### config.mk
export PLATFORM = sky130hd
export DESIGN_NAME = product_bcd_converter
export DESIGN_NICKNAME = d
export VERILOG_FILES = /design/src/rtl/product_bcd_converter.sv
export SDC_FILE = /design/constraint.sdc
export NUM_CORES = 1
export LEC_CHECK = 0
export CAP_MARGIN = 5
export CORE_ASPECT_RATIO = 0.5
export CORE_UTILIZATION = 54
export CTS_CLUSTER_DIAMETER = 30
export CTS_CLUSTER_SIZE = 20
export DETAILED_ROUTE_END_ITERATION = 10
export GPL_TIMING_DRIVEN = 0
export PLACE_DENSITY = 0.79
export SLEW_MARGIN = 20
export SYNTH_ARGS = -nofsm -noshare
export SYNTH_HDL_FRONTEND = slang
export SYNTH_SLANG_ARGS = --single-unit
### constraint.sdc
create_clock -name clk -period 1.93 [get_ports clk]
set_input_delay 0.193 -clock clk [delete_from_list [all_inputs] [get_ports clk]]
set_output_delay 0.193 -clock clk [all_outputs]
set_load 0.03 [all_outputs]
### src/rtl/product_bcd_converter.sv
// rtl/product_bcd_converter.sv - binary to packed BCD converter (shift-and-add-3) for the multiplier product
// Optional feature macro: LEADING_ZERO_BLANK_EN (adds the registered leading-zero blank mask port).
module product_bcd_converter #(
  parameter int IN_W   = 8,
  parameter int DIGITS = 3
) (
  input  logic                  clk,
  input  logic                  reset,
  input  logic                  start,
  input  logic [IN_W-1:0]       bin,
  output logic [4*DIGITS-1:0]   bcd,
  output logic                  busy,
  output logic                  done
`ifdef LEADING_ZERO_BLANK_EN
  ,
  output logic [DIGITS-1:0]     blank
`endif
);

  localparam int BCD_W = 4 * DIGITS;
  localparam int CNT_W = $clog2(IN_W + 1);
  localparam logic [CNT_W-1:0] CNT_LOAD = CNT_W'(IN_W);
  localparam logic [CNT_W-1:0] CNT_ONE  = CNT_W'(1);

  typedef enum logic [1:0] {
    IDLE  = 2'd0,
    SHIFT = 2'd1,
    DONE  = 2'd2
  } state_t;

  state_t             state_q, state_d;
  logic               start_q, start_d;
  logic [IN_W-1:0]    sr_q, sr_d;
  logic [BCD_W-1:0]   scratch_q, scratch_d;
  logic [BCD_W-1:0]   bcd_q, bcd_d;
  logic [CNT_W-1:0]   cnt_q, cnt_d;
  logic               busy_q, busy_d;
  logic               done_q, done_d;
  logic [BCD_W-1:0]   adj;
  logic               trigger;

  // Rising edge of the multiplier finish flag; a level held high triggers once.
  assign trigger = start & ~start_q;

  // Add-3 correction on every scratch digit that would overflow past 9 after doubling.
  always_comb begin
    adj = scratch_q;
    for (int i = 0; i < DIGITS; i++) begin
      if (scratch_q[4*i +: 4] >= 4'd5) begin
        adj[4*i +: 4] = scratch_q[4*i +: 4] + 4'd3;
      end
    end
  end

  // Next-state and datapath: load on trigger, shift IN_W times, then publish the result.
  always_comb begin
    state_d   = state_q;
    start_d   = start;
    sr_d      = sr_q;
    scratch_d = scratch_q;
    cnt_d     = cnt_q;
    bcd_d     = bcd_q;
    busy_d    = busy_q;
    done_d    = 1'b0;
    unique case (state_q)
      IDLE: begin
        busy_d = 1'b0;
        if (trigger) begin
          sr_d      = bin;
          scratch_d = '0;
          cnt_d     = CNT_LOAD;
          busy_d    = 1'b1;
          state_d   = SHIFT;
        end
      end
      SHIFT: begin
        {scratch_d, sr_d} = {adj, sr_q} << 1;
        cnt_d = cnt_q - CNT_ONE;
        if (cnt_q == CNT_ONE) begin
          state_d = DONE;
        end
      end
      DONE: begin
        bcd_d   = scratch_q;
        done_d  = 1'b1;
        busy_d  = 1'b0;
        state_d = IDLE;
      end
      default: begin
        busy_d  = 1'b0;
        state_d = IDLE;
      end
    endcase
  end

  // FSM, shift datapath and registered outputs; reset aborts a conversion in flight.
  always_ff @(posedge clk or posedge reset) begin
    if (reset) begin
      state_q   <= IDLE;
      start_q   <= 1'b0;
      sr_q      <= '0;
      scratch_q <= '0;
      cnt_q     <= '0;
      bcd_q     <= '0;
      busy_q    <= 1'b0;
      done_q    <= 1'b0;
    end else begin
      state_q   <= state_d;
      start_q   <= start_d;
      sr_q      <= sr_d;
      scratch_q <= scratch_d;
      cnt_q     <= cnt_d;
      bcd_q     <= bcd_d;
      busy_q    <= busy_d;
      done_q    <= done_d;
    end
  end

  assign bcd  = bcd_q;
  assign busy = busy_q;
  assign done = done_q;

`ifdef LEADING_ZERO_BLANK_EN
  logic [DIGITS-1:0] blank_q, blank_d, lead_zero;
  logic              zero_above;

  // Digit i is blanked when it and every higher digit are zero; the units digit always shows.
  always_comb begin
    zero_above = 1'b1;
    lead_zero  = '0;
    for (int i = DIGITS - 1; i >= 1; i--) begin
      zero_above   = zero_above & (scratch_q[4*i +: 4] == 4'd0);
      lead_zero[i] = zero_above;
    end
  end

  // Blank mask updates on the same edge as bcd.
  always_comb begin
    blank_d = blank_q;
    if (state_q == DONE) begin
      blank_d = lead_zero;
    end
  end

  // Registered blank mask, cleared with the rest of the outputs.
  always_ff @(posedge clk or posedge reset) begin
    if (reset) begin
      blank_q <= '0;
    end else begin
      blank_q <= blank_d;
    end
  end

  assign blank = blank_q;
`endif

endmodule

* Yosys cells after proc, flatten, opt, wreduce, memory -nomap -nowiden
Cells that the tools add are included.
Storage, ports and cells: input bits 11, latch bits 0, RAM bits 0, bits in read-only memories 0, register bits 41, memories kept 0, output and inout bits 14, word-level logic and storage cells 41
Cells by class: shifts and indexed selects 0, $add $sub $neg 4, $lt $le $gt $ge 3, $mul 0, bitwise logic cells 2, reduce and logical (&&, ||, !) cells 4, mux-type cells 15, divide/modulo/power cells 0, eq/ne operators 5
Operators with widths (number):
- 12-bit one-hot mux with 2 select lines | 1
- 8-bit one-hot mux with 2 select lines | 1
- 4-bit by 3-bit greater-or-equal comparator with 1-bit output (second input constant) | 3
- 12-bit two-way mux | 1
- 4-bit two-way mux | 3
- 4-bit by 2-bit adder with 4-bit output (second input constant) | 2
- 8-bit two-way mux | 1
- 4-bit one-hot mux with 2 select lines | 1
- 4-bit by 1-bit == test with 1-bit output (second input constant) | 1
- 2-bit two-way mux | 2
- 2-bit != test (second input constant) | 2
- 2-bit one-hot mux with 2 select lines | 1
- 2-bit AND reduction | 2
- 4-bit by 1-bit subtractor with 4-bit output (second input constant) | 1
- 3-bit by 2-bit adder with 3-bit output (second input constant) | 1
- 3-bit two-way mux | 1
- 2-bit by 1-bit == test with 1-bit output (second input constant) | 1
- 2-bit == test (second input constant) | 1
- 2-bit zero test | 1
- 1-bit two-way mux | 2
- 1-bit one-hot mux with 2 select lines | 1
- 2-bit nonzero test | 1
- 1-bit AND | 1
- 1-bit inverter | 1

* Longest topological paths before layout
depth after elaboration 4, depth in mapped cells 6, gate-level depth less buffers 6

* Worst setup path after synthesis
Ideal clock, no wire load.
kind reg-to-reg, start point reg scratch_q[0], end point reg scratch_q[2], setup time 121 ps, path slack 528 ps, path buffers 0, arrival 1281 ps, period minus slack after synthesis 1402 ps, stages on the path, launching flop included 7, data required time 1809 ps, cells stage by stage dfrtp_1 > inv_1 > ha_1 > nand2b_1 > a21oi_1 > mux2i_1 > a22o_1
On the way: cells in the longest elaborated chain, start to end 3, elaborated cells on any way between the ends 4, those cells by class add/sub: 1; order compare: 1; mux: 2
Ends and longest elaborated chain:
- start: declaration | RTL line 34 | logic [BCD_W-1:0] scratch_q, scratch_d;
- start signal: assignment | RTL line 111 | scratch_q <= scratch_d;
- 4-bit by 2-bit adder with 4-bit output or 4-bit by 3-bit greater-or-equal comparator with 1-bit output (tied branches) | RTL line 50, 49
- 4-bit two-way mux * | RTL line 49 | if (scratch_q[4*i +: 4] >= 4'd5) begin
- 12-bit one-hot mux with 2 select lines * | RTL line 65 | unique case (state_q)
Every way passes the cells marked *; elsewhere a longest branch is shown, timed or not. A chain may end at the register's enable or synchronous reset.

* Worst setup path after layout
Same ends and word-level chain as after synthesis.

==> results.py <==
metrics = {
    "clocking": {
        "cts_buffers": 5,
        "clock-sinks": 41,
        "cts_root_buf": "clkbuf_8",
        "tritoncts": "built",
        "clkLatencyLatePin_ns": 0.30,
        "cts_resized": 0,
        "cts_buffer_depth": 2,
        "cts.clk_slew.worst_paths_ns": 0.08,
        "htree_levels": 2,
        "post_cts_buffers": 0,
        "postCtsHoldBufs": 0,
    },
    "detailed_routing": {
        "wl_mm": 3.37,
        "antenna_left": 0,
        "drc_errors": 0,
        "drt-vias-per-instance": 5.38,
        "wl_per_cell_um": 14.0,
        "first_pass_iters": 6,
        "vias": 1296,
        "drt_iter0_markers": 60,
    },
    "worst_setup_path": {
        "critPathMaxStageDelay_ns": 0.40,
        "cp_cell_sequence": "inv_1, ha_1, nand2b_1, a21oi_1, mux2i_1, a22o_1",
        "cp_data_arrival_time_ns": 1.78,
        "criticalPathCategory": "flop to flop",
        "worstSetupEndpointType": "flop",
        "critPathSlowestCell": "dfrtp_1",
        "start_kind": "flop",
        "cp_data_required_time_ns": 2.11,
        "cp_max_fo": 4,
    },
    "die": {
        "fp.dieH_um": 43.3,
        "die_x_um": 84.7,
        "rows": 14,
        "fp.coreArea_um2": 3120,
        "ios": 25,
        "start_util_pct": 59.2,
        "dieArea_um2": 3670,
    },
    "timing": {
        "holdWs_ns": 0.139,
        "slew_viol_final": 0,
        "setup_viol": 0,
        "worst_pin_slew_ns": 0.338,
        "rsz0062_at_grt": "no",
        "fmax_ghz": 0.624,
        "clock_skew_ns": 0.00800,
        "layout_setup_ws_ns": 0.328,
        "hold_viol": 0,
        "relSlewSlack_pct": 77.3,
        "min_period_ns": 1.60,
        "fin_crit_sh_pct": 83.0,
    },
    "placement": {
        "gp_congestion": 0.760,
        "dp_slack_ns": 0.257,
        "postPlaceCellArea_um2": 2160,
        "dp.final_hpwl_mm": 2.39,
        "portBuffers": 24,
    },
    "global_route": {
        "antenna_found_initial": 0,
        "grt_max_degree": 31,
        "grt.overflow.total": 0,
        "grt_pass1_wl_mm": 5.71,
        "grt.total_usage_pct": 21.2,
        "grt_pass1_vias": 1257,
    },
    "pwr": {
        "static-leakage-power_nw": 1.08,
        "ir_drop_mv": 0.717,
        "power_mw": 3.67,
        "power.density_nw_per_um2": 1620,
    },
    "status": {
        "status": "finished clean",
    },
    "job": {
        "maxCapViolations": 0,
    },
    "final_layout": {
        "nNetsFinal": 220,
        "finalInstanceArea_um2": 2260,
        "fillers": 243,
        "mostFrequentLayoutCells": "dfrtp_1, clkdlybuf4s50_1, nand2_1, o21ai_0, inv_1",
        "final_core_util_pct": 72.5,
        "diodes": 0,
        "drive_above_1_share_pct": 11.9,
        "final_common_cell": "dfrtp_1",
        "area_growth_pct": 22.4,
    },
    "synthesis": {
        "synthCells": 169,
        "synthesis.nets": 188,
        "yosysTopAreaCell": "dfrtp_1",
        "syn_avg_cell_area_um2": 10.9,
        "seq_area_frac_synth_pct": 55.6,
        "ys_ff_latch": 41,
        "yosys_warnings": 0,
        "ys_top_cells_by_area": "dfrtp_1, ha_1, o21ai_0",
        "synth.distinct_cells": 29,
        "syn_area_um2": 1850,
        "synth_top_area_share_pct": 55.6,
    },
    "hold_path": {
        "hp-class": "primary input to async pin",
    },
}
state kept, by name, indices dropped and copies added (netlist names):
name,count
bcd,12
busy,1
cnt_q,4
done,1
scratch_q,12
sr_q,8
start_q,1
state_q,2
critical path, delay by kind of cell, from the launching register on:
| family | cells | cell delay, ns |
|---|---|---|
| buf+inv | 1 | 0.15 |
| fa+ha+maj | 1 | 0.23 |
| mux | 1 | 0.12 |
| simple gates | 1 | 0.07 |
| flops | 1 | 0.40 |
| compound gates | 2 | 0.52 |
synth_stat cells:
master	count
xor2_1	2
dfrtp_1	41
nor3_4	1
nor3_1	3
inv_2	1
mux2i_1	7
nor3b_1	1
mux2_2	6
xnor2_1	4
inv_1	13
nand3_1	3
ha_1	8
a222oi_1	3
o21ai_1	2
buf_2	4
and2b_1	1
nand2b_1	6
nor2_1	5
a21oi_1	4
nand2_2	1
buf_4	1
o22ai_1	1
a22o_1	4
nand2_1	23
buf_6	1
a21o_1	2
o21ai_0	18
nor4_1	1
o31ai_1	2
final cells by class:
class                   count  area [um2]  area share, %
clock inverters             2        35.0           1.55
clock buffers               5        68.8           3.05
flip-flops and latches     41        1030           45.4
well taps                  40        50.0           2.21
multi-input cells         108         728           32.2
inverters                  14        52.6           2.33
plain buffers               6        38.8           1.72
repair buffers             25         260           11.5
report_power, final:
group          switching, mW  total (mW)  internal, mW
registers              0.234        1.41          1.18
clock network          0.286       0.662         0.376
logic                  0.897        1.60         0.699
total                   1.42        3.67          2.25
layer usage:
metal	global-route usage, %	part of all wire (%)	vias up
met5	0	0	-
met4	10.8	1.6	0
met3	5.71	4.6	7
met2	33.7	45	29
met1	27.7	49	627
li1	-	-	633
stage by stage:
stage	instances	setup TNS, ns
after global placement	233	-1.34
final	241	0
after detailed placement	234	0
after floorplan	169	0
after CTS	241	0
after global routing	241	0
cells by family after synthesis:
group	Yosys count	share of synthesized area, %
AND/OR/NAND/NOR	45	11.7
flip-flops	41	55.6
AO/OA/AOI/OAI	36	12.0
buffers and inverters	20	4.95
multiplexers	13	7.46
adder cells (fa/ha/maj)	8	5.42
XOR/XNOR	6	2.85
path summary, 6_finish.rpt:
kind | start | endpoint | slack [ns] | cells after the start
min in group clk | start | start_q$_DFF_PP0_ | 0.39 | 1
min reg2reg | bcd[9]$_DFFE_PP0P_ | bcd[9]$_DFFE_PP0P_ | 0.48 | 2
min | reset | scratch_q[7]$_DFFE_PP0P_ | 0.14 | 2
max | scratch_q[0]$_DFFE_PP0P_ | scratch_q[2]$_DFFE_PP0P_ | 0.33 | 6
max in group asynchronous | reset | sr_q[4]$_DFFE_PP0P_ | 1.34 | 3
max reg2reg | scratch_q[0]$_DFFE_PP0P_ | scratch_q[2]$_DFFE_PP0P_ | 0.33 | 6
(Power assumes the default switching activity.)
